===== config.mk =====
export PLATFORM = sky130hd
export DESIGN_NAME = axi4_stream_to_axi4
export DESIGN_NICKNAME = d
export VERILOG_FILES = /design/src/rtl/axi4_stream_to_axi4.sv
export SDC_FILE = /design/constraint.sdc
export NUM_CORES = 1
export LEC_CHECK = 0
export CAP_MARGIN = 15
export CORE_AREA = 2 2 171 123
export CTS_BUF_LIST = sky130_fd_sc_hd__clkbuf_8
export CTS_CLUSTER_SIZE = 25
export DETAILED_ROUTE_END_ITERATION = 10
export DIE_AREA = 0 0 173 125
export PLACE_DENSITY = 0.89
export SLEW_MARGIN = 25
export SYNTH_ARGS = -nofsm -noshare
export SYNTH_HDL_FRONTEND = slang
export SYNTH_SLANG_ARGS = --single-unit

===== constraint.sdc =====
create_clock -name clk_i -period 4.8 [get_ports clk_i]
set_input_delay 0.96 -clock clk_i [delete_from_list [all_inputs] [get_ports clk_i]]
set_output_delay 0.96 -clock clk_i [all_outputs]
set_load 0.05 [all_outputs]

===== src/rtl/axi4_stream_to_axi4.sv =====
// Write-side DMA stage: stores one AXI4-Stream packet per strobe
// to memory as AXI4 INCR bursts of at most 256 beats.
module axi4_stream_to_axi4 #(
    parameter int DATA_WIDTH         = 64,
    parameter int DATA_WIDTH_B       = DATA_WIDTH / 8,
    parameter int ADDR_WIDTH         = 32,
    parameter int ID_WIDTH           = 1,
    parameter int AWUSER_WIDTH       = 1,
    parameter int WUSER_WIDTH        = 1,
    parameter int ARUSER_WIDTH       = 1,
    parameter int MAX_PKT_SIZE_B     = 2048,
    parameter int MAX_PKT_SIZE_WIDTH = $clog2(MAX_PKT_SIZE_B)
) (
    input  logic                          clk_i,
    input  logic                          rst_n_i,
    input  logic [MAX_PKT_SIZE_WIDTH-1:0] pkt_size_i,
    input  logic [ADDR_WIDTH-1:0]         addr_i,
    input  logic                          wr_stb_i,
    output logic                          busy_o,
    output logic                          done_o,
    output logic [MAX_PKT_SIZE_WIDTH:0]   pkt_size_o,
    output logic                          err_o,
    input  logic [DATA_WIDTH-1:0]         pkt_tdata,
    input  logic [DATA_WIDTH_B-1:0]       pkt_tkeep,
    input  logic                          pkt_tlast,
    input  logic                          pkt_tvalid,
    output logic                          pkt_tready,
    output logic [ID_WIDTH-1:0]           mem_awid,
    output logic [ADDR_WIDTH-1:0]         mem_awaddr,
    output logic [7:0]                    mem_awlen,
    output logic [2:0]                    mem_awsize,
    output logic [1:0]                    mem_awburst,
    output logic                          mem_awlock,
    output logic [3:0]                    mem_awcache,
    output logic [2:0]                    mem_awprot,
    output logic [3:0]                    mem_awqos,
    output logic [3:0]                    mem_awregion,
    output logic [AWUSER_WIDTH-1:0]       mem_awuser,
    output logic                          mem_awvalid,
    input  logic                          mem_awready,
    output logic [DATA_WIDTH-1:0]         mem_wdata,
    output logic [DATA_WIDTH_B-1:0]       mem_wstrb,
    output logic                          mem_wlast,
    output logic [WUSER_WIDTH-1:0]        mem_wuser,
    output logic                          mem_wvalid,
    input  logic                          mem_wready,
    input  logic [1:0]                    mem_bresp,
    input  logic                          mem_bvalid,
    output logic                          mem_bready,
    output logic [ID_WIDTH-1:0]           mem_arid,
    output logic [ADDR_WIDTH-1:0]         mem_araddr,
    output logic [7:0]                    mem_arlen,
    output logic [2:0]                    mem_arsize,
    output logic [1:0]                    mem_arburst,
    output logic                          mem_arlock,
    output logic [3:0]                    mem_arcache,
    output logic [2:0]                    mem_arprot,
    output logic [3:0]                    mem_arqos,
    output logic [3:0]                    mem_arregion,
    output logic [ARUSER_WIDTH-1:0]       mem_aruser,
    output logic                          mem_arvalid,
    output logic                          mem_rready
);

    localparam int ALIGN = $clog2(DATA_WIDTH_B);
    localparam int WW    = MAX_PKT_SIZE_WIDTH - ALIGN + 1;
    localparam int WL    = (WW > 9) ? WW : 9;
    localparam int CW    = MAX_PKT_SIZE_WIDTH + 1;
    localparam int PW    = ALIGN + 1;

    typedef enum logic [2:0] {
        IDLE_S,
        CALC_BURST_S,
        ADDR_S,
        DATA_S,
        PAD_S,
        RESP_S,
        DROP_S
    } state_t;

    state_t                  state;
    state_t                  state_nxt;
    logic [WL-1:0]           words_left;
    logic [WL-1:0]           words_c;
    logic [ADDR_WIDTH-1:0]   cur_addr;
    logic [DATA_WIDTH_B-1:0] last_mask;
    logic [DATA_WIDTH_B-1:0] mask_c;
    logic [ALIGN-1:0]        rem;
    logic [CW-1:0]           byte_cnt;
    logic [7:0]              beat_cnt;
    logic [PW-1:0]           pop;
    logic                    final_q;
    logic                    tlast_q;
    logic                    start;
    logic                    last_word;
    logic                    wlast_c;
    logic                    w_hs;
    logic                    done_set;

    assign rem       = pkt_size_i[ALIGN-1:0];
    assign start     = wr_stb_i && (pkt_size_i != '0);
    assign words_c   = WL'(pkt_size_i >> ALIGN) + WL'(rem != '0);
    assign last_word = (words_left == WL'(1));
    assign wlast_c   = (beat_cnt == mem_awlen);
    assign w_hs      = mem_wvalid && mem_wready;
    assign busy_o    = (state != IDLE_S);

    always_comb begin
        mask_c = '0;
        for (int i = 0; i < DATA_WIDTH_B; i++) begin
            mask_c[i] = (rem == '0) || (ALIGN'(i) < rem);
        end
    end

    always_comb begin
        pop = '0;
        for (int i = 0; i < DATA_WIDTH_B; i++) begin
            pop = pop + PW'(mem_wstrb[i]);
        end
    end

    assign mem_awid     = '0;
    assign mem_awsize   = 3'(ALIGN);
    assign mem_awburst  = 2'b01;
    assign mem_awlock   = 1'b0;
    assign mem_awcache  = '0;
    assign mem_awprot   = '0;
    assign mem_awqos    = '0;
    assign mem_awregion = '0;
    assign mem_awuser   = '0;
    assign mem_wuser    = '0;
    assign mem_arid     = '0;
    assign mem_araddr   = '0;
    assign mem_arlen    = '0;
    assign mem_arsize   = '0;
    assign mem_arburst  = '0;
    assign mem_arlock   = 1'b0;
    assign mem_arcache  = '0;
    assign mem_arprot   = '0;
    assign mem_arqos    = '0;
    assign mem_arregion = '0;
    assign mem_aruser   = '0;
    assign mem_arvalid  = 1'b0;
    assign mem_rready   = 1'b1;

    always_ff @(posedge clk_i or negedge rst_n_i) begin
        if (!rst_n_i) begin
            state <= IDLE_S;
        end else begin
            state <= state_nxt;
        end
    end

    always_comb begin
        state_nxt  = state;
        pkt_tready = 1'b0;
        mem_wvalid = 1'b0;
        mem_wdata  = '0;
        mem_wstrb  = '0;
        mem_wlast  = 1'b0;
        mem_bready = 1'b0;
        done_set   = 1'b0;
        unique case (state)
            IDLE_S: begin
                if (start) state_nxt = CALC_BURST_S;
            end
            CALC_BURST_S: state_nxt = ADDR_S;
            ADDR_S: begin
                if (mem_awready) state_nxt = DATA_S;
            end
            DATA_S: begin
                pkt_tready = mem_wready;
                mem_wvalid = pkt_tvalid;
                mem_wdata  = pkt_tdata;
                mem_wstrb  = pkt_tkeep & (last_word ? last_mask : '1);
                mem_wlast  = wlast_c;
                if (pkt_tvalid && mem_wready) begin
                    if (wlast_c) state_nxt = RESP_S;
                    else if (pkt_tlast) state_nxt = PAD_S;
                end
            end
            PAD_S: begin
                mem_wvalid = 1'b1;
                mem_wlast  = wlast_c;
                if (mem_wready && wlast_c) state_nxt = RESP_S;
            end
            RESP_S: begin
                mem_bready = 1'b1;
                if (mem_bvalid) begin
                    if (!final_q) begin
                        state_nxt = CALC_BURST_S;
                    end else if (tlast_q) begin
                        state_nxt = IDLE_S;
                        done_set  = 1'b1;
                    end else begin
                        state_nxt = DROP_S;
                    end
                end
            end
            DROP_S: begin
                pkt_tready = 1'b1;
                if (pkt_tvalid && pkt_tlast) begin
                    state_nxt = IDLE_S;
                    done_set  = 1'b1;
                end
            end
            default: state_nxt = IDLE_S;
        endcase
    end

    always_ff @(posedge clk_i or negedge rst_n_i) begin
        if (!rst_n_i) begin
            words_left  <= '0;
            cur_addr    <= '0;
            last_mask   <= '0;
            byte_cnt    <= '0;
            beat_cnt    <= '0;
            final_q     <= 1'b0;
            tlast_q     <= 1'b0;
            mem_awaddr  <= '0;
            mem_awlen   <= '0;
            mem_awvalid <= 1'b0;
            done_o      <= 1'b0;
            pkt_size_o  <= '0;
            err_o       <= 1'b0;
        end else begin
            done_o <= done_set;
            if (done_set) pkt_size_o <= byte_cnt;
            unique case (state)
                IDLE_S: begin
                    if (start) begin
                        words_left <= words_c;
                        cur_addr   <= addr_i & ~ADDR_WIDTH'(DATA_WIDTH_B - 1);
                        last_mask  <= mask_c;
                        byte_cnt   <= '0;
                        err_o      <= 1'b0;
                    end
                end
                CALC_BURST_S: begin
                    mem_awaddr  <= cur_addr;
                    mem_awlen   <= (words_left > WL'(256)) ? 8'hff
                                 : 8'(words_left - WL'(1));
                    mem_awvalid <= 1'b1;
                    beat_cnt    <= '0;
                end
                ADDR_S: begin
                    if (mem_awready) mem_awvalid <= 1'b0;
                end
                DATA_S: begin
                    if (w_hs) begin
                        words_left <= words_left - WL'(1);
                        cur_addr   <= cur_addr + ADDR_WIDTH'(DATA_WIDTH_B);
                        beat_cnt   <= beat_cnt + 8'd1;
                        tlast_q    <= pkt_tlast;
                        // The closing beat counts only its enabled strobe bytes
                        if (pkt_tlast || last_word) begin
                            byte_cnt <= byte_cnt + CW'(pop);
                        end else begin
                            byte_cnt <= byte_cnt + CW'(DATA_WIDTH_B);
                        end
                        if (wlast_c) final_q <= pkt_tlast || last_word;
                    end
                end
                PAD_S: begin
                    final_q <= 1'b1;
                    if (w_hs) beat_cnt <= beat_cnt + 8'd1;
                end
                RESP_S: begin
                    if (mem_bvalid) err_o <= err_o | (mem_bresp != 2'b00);
                end
                default: ;
            endcase
        end
    end

endmodule


==> results_dict.tcl, run 1 <==
set metrics [dict create \
    clockBufferDepth 2 \
    portBuffers 250 \
    grt_max_degree 91 \
    dpl_cell_area_sq_um 10300 \
    rrSetupSlack_ps 70 \
    clock-root-buffer "clkbuf_8" \
    nNetsFinal 1310 \
    core_area_sq_um 20100 \
    ys_seq_elements 123 \
    cts_buffers 17 \
    synthFlopType "dfrtp_1" \
    yosys-top-cells-area "dfrtp_1 (39%), buf_4 (8.8%), nand2_1 (6.8%)" \
    synth_top_area_frac 0.390 \
    yosysTopAreaCell "dfrtp_1" \
    finalClockSkew_ps 16.1 \
    leakage_nw 4.69 \
    grt-ovfl-total 0 \
    totalWireLength_microns 25100 \
    ir_worst_vdd_v 0.000388 \
    r2r-start "words_left[4]$_DFFE_PN0P_" \
    syn_avg_cell_area_sq_um 8.53 \
    clk_pin_slew_worst_paths_ps 80 \
    p_sw_w 0.00368 \
    final_cell_mix "clkdlybuf4s50_1 (248), nand2_1 (143), dfrtp_1 (121), conb_1 (92), and2_1 (70)" \
    postLayoutCellArea_sq_um 10800 \
    diodes 0 \
    status "finished, final reports clean" \
    hold_viol 0 \
    dieArea_sq_um 21600 \
    setup_viol 0 \
    start_util 0.392 \
    gp_congestion 0.875 \
    numClockSinks 123 \
    criticalPathCategory "register to register" \
    die_w_microns 173 \
    hpwlAfterDp_microns 18400 \
    drtIter0Drc 677 \
    layout_min_cycle_time_ps 4730 \
    hold_slack_ps 469 \
    h-tree-depth 4 \
    synth_cells 925 \
    power.internal_w 0.00331 \
    die_h_microns 125 \
    min_period_over_period 0.985 \
    p_comb_frac 0.605 \
    tightest_slew_ps 853 \
    synth_warnings 0 \
    via_per_inst 5.06 \
    cp.required_ps 5100 \
    yosysUniqueCellTypes 67 \
    io_pins 346 \
    clk-insertion-delay-late_ps 450 \
    firstDrtPassIters 5 \
    pwr-share-clk 0.134 \
    rsz0062_at_grt "true" \
    drc 0 \
    area_growth_pct 36.8 \
    startpoint_type "register" \
    grt_usage 0.228 \
    seqPwrFrac 0.260 \
    ant_nets 0 \
    layout-drive-gt1-share 0.0806 \
    worstPathArrival_ps 5030 \
    grt_pass1_vias 7106 \
    switching_share 0.527 \
    slew_viol_final 0 \
    antenna_found_initial 0 \
    async_reset_ff_frac 1.00 \
    ctsHoldBuffers 0 \
    max_slew_margin 0.427 \
    power-per-cell-area_nw_per_um2 648 \
    cts_tree "built" \
    cp-end-kind "register" \
    cap_violations 0 \
    synthesis.area_sq_um 7890 \
    final_common_cell "clkdlybuf4s50_1" \
    min_path_type "input port to asynchronous set/reset pin" \
    utilization 0.536 \
    dr_total_vias 7364 \
    synth_edf_count 0 \
    grt_pass1_wl_microns 38900 \
    synth_seq_area_share 0.390 \
    post_drt_wl_per_cell_microns 17.3 \
    critPathMaxFanout 6 \
    startpoint "words_left[4]$_DFFE_PN0P_" \
    rows 44 \
    fmax_mhz 212 \
]
through the flow:
| stage | cells | TNS [ps] | setup WS [ps] | total power (W) |
|---|---|---|---|---|
| 4_1_cts | 1451 | 0 | 1.46 | 0.00697 |
| 5_1_grt | 1454 | -165 | -108 | 0.00738 |
| 3_3_place_gp | 1418 | -391 | -115 | 0.00587 |
| 2_1_floorplan | 1015 | 0 | 38.6 | 0.00471 |
| 3_5_place_dp | 1418 | -960 | -255 | 0.00598 |
| 6_report | 1454 | 0 | 73.5 | 0.00699 |
synthesized netlist by cell type (2+ instances only):
cell type	count
nand2_1	143
dfrtp_1	123
buf_4	93
and2_1	70
nor2_1	65
a21oi_1	58
o21ai_0	47
clkbuf_1	39
nand3_1	31
inv_1	25
xor2_1	21
ha_1	14
and3_1	12
mux2_2	12
a31oi_1	11
nand4_1	11
buf_2	10
nand2b_1	10
nor3_1	10
o211ai_1	10
xnor2_1	9
o22ai_1	8
o22a_1	7
a41oi_1	6
or3_1	6
fa_1	5
mux2i_1	5
nor4_1	5
nor2b_1	4
o2bb2a_1	4
a21boi_0	3
a21o_1	3
o21a_1	3
or4_1	3
a32oi_1	2
and4_1	2
conb_1	2
nor3_2	2
nor4_4	2
o31ai_1	2
per-layer routing:
metal,track usage,routed length (microns),vias to the layer above
met5,0,0,-
met4,0.0748,587,0
met3,0.0529,1520,31
met2,0.354,11700,292
met1,0.314,11400,3603
li1,-,-,3438
worst max-delay path: stages (launching register included):
cell	delay, ps
dfrtp_1	430
nor4_4	340
nand4_1	160
buf_6	170
o211ai_1	260
fa_1	480
fa_1	510
fa_1	440
fa_2	400
fa_2	380
nor2b_2	130
o21ai_2	70
a32oi_1	220
buf_4	160
nand4_1	130
xor2_1	240
nor2_1	60
state kept, by name (all words and copies together) (netlist names):
signal	count
final_q	1
mem_awaddr	29
err_o	1
last_mask	8
mem_awlen	8
mem_awvalid	1
cur_addr	29
words_left	9
byte_cnt	12
beat_cnt	8
tlast_q	1
pkt_size_o	12
done_o	1
state	3
cell families (layout without fill, tap and decap cells):
group                      count (synthesis)  after routing  synth area share
and+or+nand+nor                          386            386             0.245
AOI/OAI and AO/OA                        180            180             0.147
buffers and inverters                    168            331             0.126
DFF                                      123            123             0.390
xor gates and xnor gates                  30             30            0.0333
adders and majority gates                 19             19            0.0349
muxes                                     17             17            0.0235
other                                      2             92          0.000952
final timing paths:
kind                                       endpoint  cells after the start
setup / recovery           byte_cnt[10]$_DFFE_PN0P_                     16
hold / removal             last_mask[1]$_DFFE_PN0P_                      1
setup reg to reg           byte_cnt[10]$_DFFE_PN0P_                     16
hold reg to reg            last_mask[2]$_DFFE_PN0P_                      2
max in group asynchronous  cur_addr[25]$_DFFE_PN0P_                      2
min in group clk_i         last_mask[2]$_DFFE_PN0P_                      2
layout make-up:
cell class              instances  area (sq um)
clock buffers                  18           248
clock inverters                13           144
fillers                      1771          9350
inverters                      25          93.8
multi-input cells             724          4200
flip-flops and latches        123          3080
well taps                     276           345
repair buffers                275          2690
power by group through the flow:
stage               registers [W]  clock network, W  logic, W
CTS                       0.00181          0.000961   0.00420
global placement          0.00179                 0   0.00408
detailed placement        0.00182                 0   0.00417
floorplan                 0.00231                 0   0.00240
global route              0.00187           0.00101   0.00450
finish                    0.00182          0.000939   0.00423
timing repair:
| item | CTS | global route |
|---|---|---|
| setup buffers | 2 | 3 |
| pin swaps | 3 | 8 |
| setup endpoints to repair | 4 | 7 |
| resized for setup | 2 | 9 |
(Power assumes the default switching activity.)
==> inputs of run 2 (changes only) <==
--- a/config.mk
+++ b/config.mk
@@ -11,6 +11,7 @@
 export CTS_CLUSTER_SIZE = 25
 export DETAILED_ROUTE_END_ITERATION = 10
 export DIE_AREA = 0 0 173 125
+export GPL_TIMING_DRIVEN = 0
 export PLACE_DENSITY = 0.89
 export SLEW_MARGIN = 25
 export SYNTH_ARGS = -nofsm -noshare
==> run 2 against run 1 <==
Final area grew 8.0%. Wire length rose by 11%. Flip-flop and latch count unchanged. Clock power down 3.5%. Via count rose by 8.7%. Die area is the same. Non-clock buffer count rose by 128. Critical path depth is 2 higher. Combinational power increased by 5.7%. Hold slack lost 100 ps. Total power is 3.3% higher. Sequential share of layout area is 2.1 points lower. Highest routed layer is now met5.
==> results_dict.tcl, run 2 (synthesis gave the netlist of run 1 again) <==
set metrics [dict create \
    status "finished, final reports clean" \
    antenna_found_initial 4 \
    die_h_microns 125 \
    grt-ovfl-total 0 \
    startpoint "state[2]$_DFFE_PN0P_" \
    criticalPathCategory "register to register" \
    critPathMaxFanout 19 \
    tightest_slew_ps 784 \
    cts_tree "built" \
    final_common_cell "clkdlybuf4s50_1" \
    via_per_inst 5.05 \
    die_w_microns 173 \
    portBuffers 250 \
    cp-end-kind "register" \
    final_cell_mix "clkdlybuf4s50_1 (249), nand2_1 (143), dfrtp_1 (121), buf_4 (107), conb_1 (92)" \
    io_pins 346 \
    nNetsFinal 1438 \
    clk_pin_slew_worst_paths_ps 80 \
    numClockSinks 123 \
    largestRegisters "cur_addr: 29 flops, mem_awaddr: 29 flops" \
    max_slew_margin 0.475 \
    min_path_type "input port to asynchronous set/reset pin" \
    ant_nets 0 \
    slew_viol_final 0 \
    area_growth_pct 47.8 \
    clk-insertion-delay-late_ps 460 \
    layout-drive-gt1-share 0.145 \
    hold_viol 0 \
    clock-root-buffer "clkbuf_8" \
    cts_buffers 17 \
    grt_max_degree 85 \
    setup_viol 0 \
    gp_congestion 0.948 \
    rows 44 \
    cp.required_ps 5130 \
    slowest_stage "fa_1" \
    rsz0062_at_grt "true" \
    grt_usage 0.253 \
    grt_pass1_vias 7697 \
    start_util 0.392 \
    cp_common_cell "fa_1" \
    tns_ps 0 \
    finalClockSkew_ps 13.4 \
    firstDrtPassIters 6 \
    min_period_over_period 0.978 \
    ir_worst_vdd_v 0.000272 \
    hpwlAfterDp_microns 21500 \
    drc 0 \
    fmax_mhz 213 \
    h-tree-depth 4 \
    cp_cell_sequence "clkbuf_2 -> and3b_1 -> buf_4 -> buf_12 -> o211a_4 -> inv_1 -> fa_1 -> fa_1 -> fa_1 -> fa_2 -> fa_2 -> nor2b_2 -> o21ai_2 -> a32oi_1 -> buf_4 -> nand4_1 -> xor2_1 -> nor2_1" \
    power-per-cell-area_nw_per_um2 619 \
    totalWireLength_microns 27800 \
    utilization 0.579 \
    clockBufferDepth 2 \
    drtIter0Drc 886 \
    cap_violations 0 \
    nFillCells 1754 \
    post_drt_wl_per_cell_microns 17.5 \
    r2r-start "state[2]$_DFFE_PN0P_" \
    max_stage_delay_ps 520 \
    startpoint_type "register" \
    worstPathArrival_ps 5020 \
    leakage_nw 5.26 \
    core_area_sq_um 20100 \
    dr_total_vias 8002 \
    layout_min_cycle_time_ps 4700 \
    grt_pass1_wl_microns 42800 \
    dieArea_sq_um 21600 \
]
run 2: what timing repair did:
item,4_1_cts,5_1_grt
setup buffers,6,7
gates resized for setup,15,11
pin swaps,6,8
setup endpoints to repair,11,8
hold buffers,0,0
run 2: path summary, 6_finish.rpt:
kind                                            end  slack, ps  cells after the start
setup / recovery           byte_cnt[10]$_DFFE_PN0P_        100                     18
hold / removal             last_mask[3]$_DFFE_PN0P_        370                      1
setup reg to reg           byte_cnt[10]$_DFFE_PN0P_        100                     18
hold reg to reg            last_mask[2]$_DFFE_PN0P_        470                      2
max in group asynchronous   byte_cnt[8]$_DFFE_PN0P_       3690                      2
min in group clk_i         last_mask[2]$_DFFE_PN0P_        470                      2
run 2: worst max-delay path, delay by kind of cell, from the launching register on:
kind | cells | cell delay [ps]
AOI/OAI and AO/OA | 3 | 490
xor gates and xnor gates | 1 | 160
adders and majority gates | 5 | 2170
buffers and inverters | 5 | 780
DFF | 1 | 360
and+or+nand+nor | 4 | 570
run 2: power by group:
group / switching, W / internal [W]
Sequential: 0.000408 / 0.00144
Clock: 0.000447 / 0.000459
Combinational: 0.00295 / 0.00151
Total: 0.00381 / 0.00341
run 2: area by class of cell:
| cell class | count | area (sq um) | share of cell area |
|---|---|---|---|
| diodes | 2 | 5.00 | 0.000429 |
| plain buffers | 139 | 927 | 0.0795 |
| clock buffers | 17 | 234 | 0.0201 |
| clock inverters | 15 | 151 | 0.0130 |
| inverters | 25 | 93.8 | 0.00804 |
| multi-input cells | 724 | 4200 | 0.360 |
| flip-flops and latches | 123 | 3080 | 0.264 |
| well taps | 276 | 345 | 0.0296 |
| repair buffers | 264 | 2630 | 0.226 |
run 2: metal layers:
| metal | part of all wire | up-vias | wire [microns] | GRT usage |
|---|---|---|---|---|
| li1 | - | 3717 | - | - |
| met1 | 0.43 | 3791 | 12000 | 0.350 |
| met2 | 0.45 | 410 | 12500 | 0.383 |
| met3 | 0.086 | 80 | 2400 | 0.0654 |
| met4 | 0.030 | 4 | 822 | 0.0937 |
| met5 | 0.00083 | - | 23 | 0 |
run 2: through the flow:
stage | cells | worst slack, ps | hold WS (ps) | total power [W] | area [sq um]
6_report | 1585 | 105 | 367 | 0.00722 | 11700
5_1_grt | 1585 | -41.8 | 378 | 0.00764 | 11700
4_1_cts | 1577 | 10.8 | 375 | 0.00714 | 11600
3_5_place_dp | 1542 | -1110 | 463 | 0.00616 | 11100
3_3_place_gp | 1541 | -2000 | 458 | 0.00606 | 11100
2_1_floorplan | 1015 | 38.6 | 439 | 0.00471 | 8240
==> inputs of run 3 (changes only) <==
--- a/config.mk
+++ b/config.mk
@@ -5,12 +5,14 @@
 export SDC_FILE = /design/constraint.sdc
 export NUM_CORES = 1
 export LEC_CHECK = 0
-export CAP_MARGIN = 15
-export CORE_AREA = 2 2 171 123
+export CAP_MARGIN = 10
+export CELL_PAD_IN_SITES_DETAIL_PLACEMENT = 1
+export CELL_PAD_IN_SITES_GLOBAL_PLACEMENT = 2
+export CORE_AREA = 2 2 230 164
 export CTS_BUF_LIST = sky130_fd_sc_hd__clkbuf_8
 export CTS_CLUSTER_SIZE = 25
 export DETAILED_ROUTE_END_ITERATION = 10
-export DIE_AREA = 0 0 173 125
+export DIE_AREA = 0 0 232 166
 export GPL_TIMING_DRIVEN = 0
 export PLACE_DENSITY = 0.89
 export SLEW_MARGIN = 25
==> run 3 against run 2 <==
Register-to-register slack got worse by 99 ps. Via count fell by 2.5%. Non-clock buffer count fell by 5. Die area rose by 78%. Global-route usage fell by 9.0 points. Clock power rose by 11%. Wire length rose by 15%. First-iteration DRC count fell by 51%. Clock-buffer cell count rose by 1. Final area rose by 2.6%.
==> results_dict.tcl, run 3 (synthesis gave the netlist of run 1 again) <==
set metrics [dict create \
    cp.required_ps 5120 \
    gp_congestion 0.835 \
    clk_pin_slew_worst_paths_ps 80 \
    finalPower_w 0.00742 \
    grt-ovfl-total 0 \
    hpwlAfterDp_microns 24900 \
    max_stage_delay_ps 560 \
    die_w_microns 232 \
    layout-drive-gt1-share 0.143 \
    multi_input_area_sq_um 4210 \
    largestRegisters "cur_addr: 29 flops, mem_awaddr: 29 flops" \
    dpl_cell_area_sq_um 11400 \
    final_cell_mix "clkdlybuf4s50_1 (249), nand2_1 (143), dfrtp_1 (119), buf_4 (101), conb_1 (92)" \
    dieArea_sq_um 38500 \
    postLayoutCellArea_sq_um 12000 \
    fin_ws_ps 5.61 \
    fmax_mhz 209 \
    status "finished, final reports clean" \
    die_h_microns 166 \
    cp_common_cell "fa_1" \
    nNetsFinal 1433 \
    critPathMaxFanout 6 \
    worstPathArrival_ps 5110 \
    final_common_cell "clkdlybuf4s50_1" \
    start_util 0.216 \
    clockBufferDepth 2 \
    rr_worst_depth 15 \
    criticalPathCategory "register to register" \
    portBuffers 250 \
    nFillCells 4330 \
    dp_cells 1754 \
    grt_max_degree 86 \
    rows 59 \
    layout_min_cycle_time_ps 4790 \
    numClockSinks 123 \
    grt_pass1_wl_microns 48900 \
    min_path_type "input port to asynchronous set/reset pin" \
    ant_nets 0 \
    grt_usage 0.163 \
    cp-end-kind "register" \
    drc 0 \
    io_pins 346 \
    firstDrtPassIters 5 \
    rsz0062_at_grt "true" \
    cts_tree "built" \
    area_growth_pct 51.7 \
    tightest_slew_ps 974 \
    hold_viol 0 \
    slowest_stage "fa_1" \
    drtIter0Drc 433 \
    max_slew_margin 0.346 \
    totalWireLength_microns 31800 \
    startpoint_type "register" \
    grt_pass1_vias 8184 \
    antenna_found_initial 3 \
    hold_slack_ps 382 \
    setup_viol 0 \
    leakage_nw 5.27 \
    clk-insertion-delay-late_ps 450 \
    h-tree-depth 4 \
    power-per-cell-area_nw_per_um2 620 \
    min_period_over_period 0.999 \
    via_per_inst 4.35 \
    clock-root-buffer "clkbuf_8" \
    pre_cts_ws_ps -1210 \
    cts_buffers 17 \
    post_drt_wl_per_cell_microns 17.8 \
    seq_area_sq_um 3080 \
    dr_total_vias 7804 \
    core_area_sq_um 36500 \
    instances_no_fill 1792 \
    ir_worst_vdd_v 0.000223 \
    cp_cell_sequence "nor4_4 -> nand4_1 -> clkbuf_8 -> o211ai_1 -> fa_1 -> fa_1 -> fa_1 -> fa_2 -> fa_2 -> nor2b_1 -> o21ai_1 -> a32oi_2 -> nand4_1 -> xor2_1 -> nor2_1" \
    slew_viol_final 0 \
    finalClockSkew_ps 13.7 \
    cap_violations 0 \
]
## run 3: cell types whose count changed in the layout (fill, tap and decap cells not counted), sizes merged
| cell | before | now |
|---|---|---|
| buf | 121 | 113 |
| clkinvlp | 3 | 0 |
| inv | 26 | 29 |
| clkbuf | 50 | 54 |
| bufinv | 2 | 3 |
| clkinv | 9 | 7 |
## run 3: worst paths after layout
kind,startpoint,to,slack (ps)
worst min register to register,mem_awaddr[24]$_DFFE_PN0P_,mem_awaddr[24]$_DFFE_PN0P_,480
min in group clk_i,mem_awaddr[24]$_DFFE_PN0P_,mem_awaddr[24]$_DFFE_PN0P_,480
worst max register to register,words_left[6]$_DFFE_PN0P_,byte_cnt[6]$_DFFE_PN0P_,6
worst max-delay path,words_left[6]$_DFFE_PN0P_,byte_cnt[6]$_DFFE_PN0P_,6
max in group asynchronous,rst_n_i,words_left[4]$_DFFE_PN0P_,3660
worst min-delay path,rst_n_i,pkt_size_o[0]$_DFFE_PN0P_,380
## run 3: stage by stage
step | setup TNS (ps) | util
2_1_floorplan | 0 | -
6_report | 0 | 0.328
3_3_place_gp | -317630 | 0.311
5_1_grt | -718 | 0.327
4_1_cts | 0 | 0.326
3_5_place_dp | -9810 | 0.312
## run 3: worst max-delay path: cells and delay by family (launching register included)
kind	cells	cell delay (ps)
buf+inv	1	200
simple gates	5	920
fa+ha+maj	5	2260
compound gates	3	630
xor+xnor	1	180
flops	1	450
## run 3: report_power, final
part	switching (W)	internal (W)	total (W)
logic	0.00305	0.00152	0.00456
clock network	0.000475	0.000531	0.00101
registers	0.000414	0.00144	0.00185
total	0.00393	0.00349	0.00742
## run 3: per-layer routing
layer	track usage	up-vias	routed length, microns
met5	0	-	13
met4	0.0390	2	476
met3	0.0398	33	1670
met2	0.266	166	15200
met1	0.217	3898	14500
li1	-	3705	-
## run 3: layout make-up
class,count,area share
Buffer,139,0.0796
Antenna cell,2,0.000418
Tap cell,488,0.0510
Timing Repair Buffer,259,0.217
Inverter,25,0.00784
Clock inverter,14,0.0142
Multi-Input combinational cell,724,0.352
Sequential cell,123,0.258
Clock buffer,18,0.0207
## run 3: what timing repair did
action,4_1_cts,5_1_grt
setup buffers,3,5
hold buffers,0,0
pin swaps,4,10
resized for setup,22,8
endpoints found under the setup margin,16,8
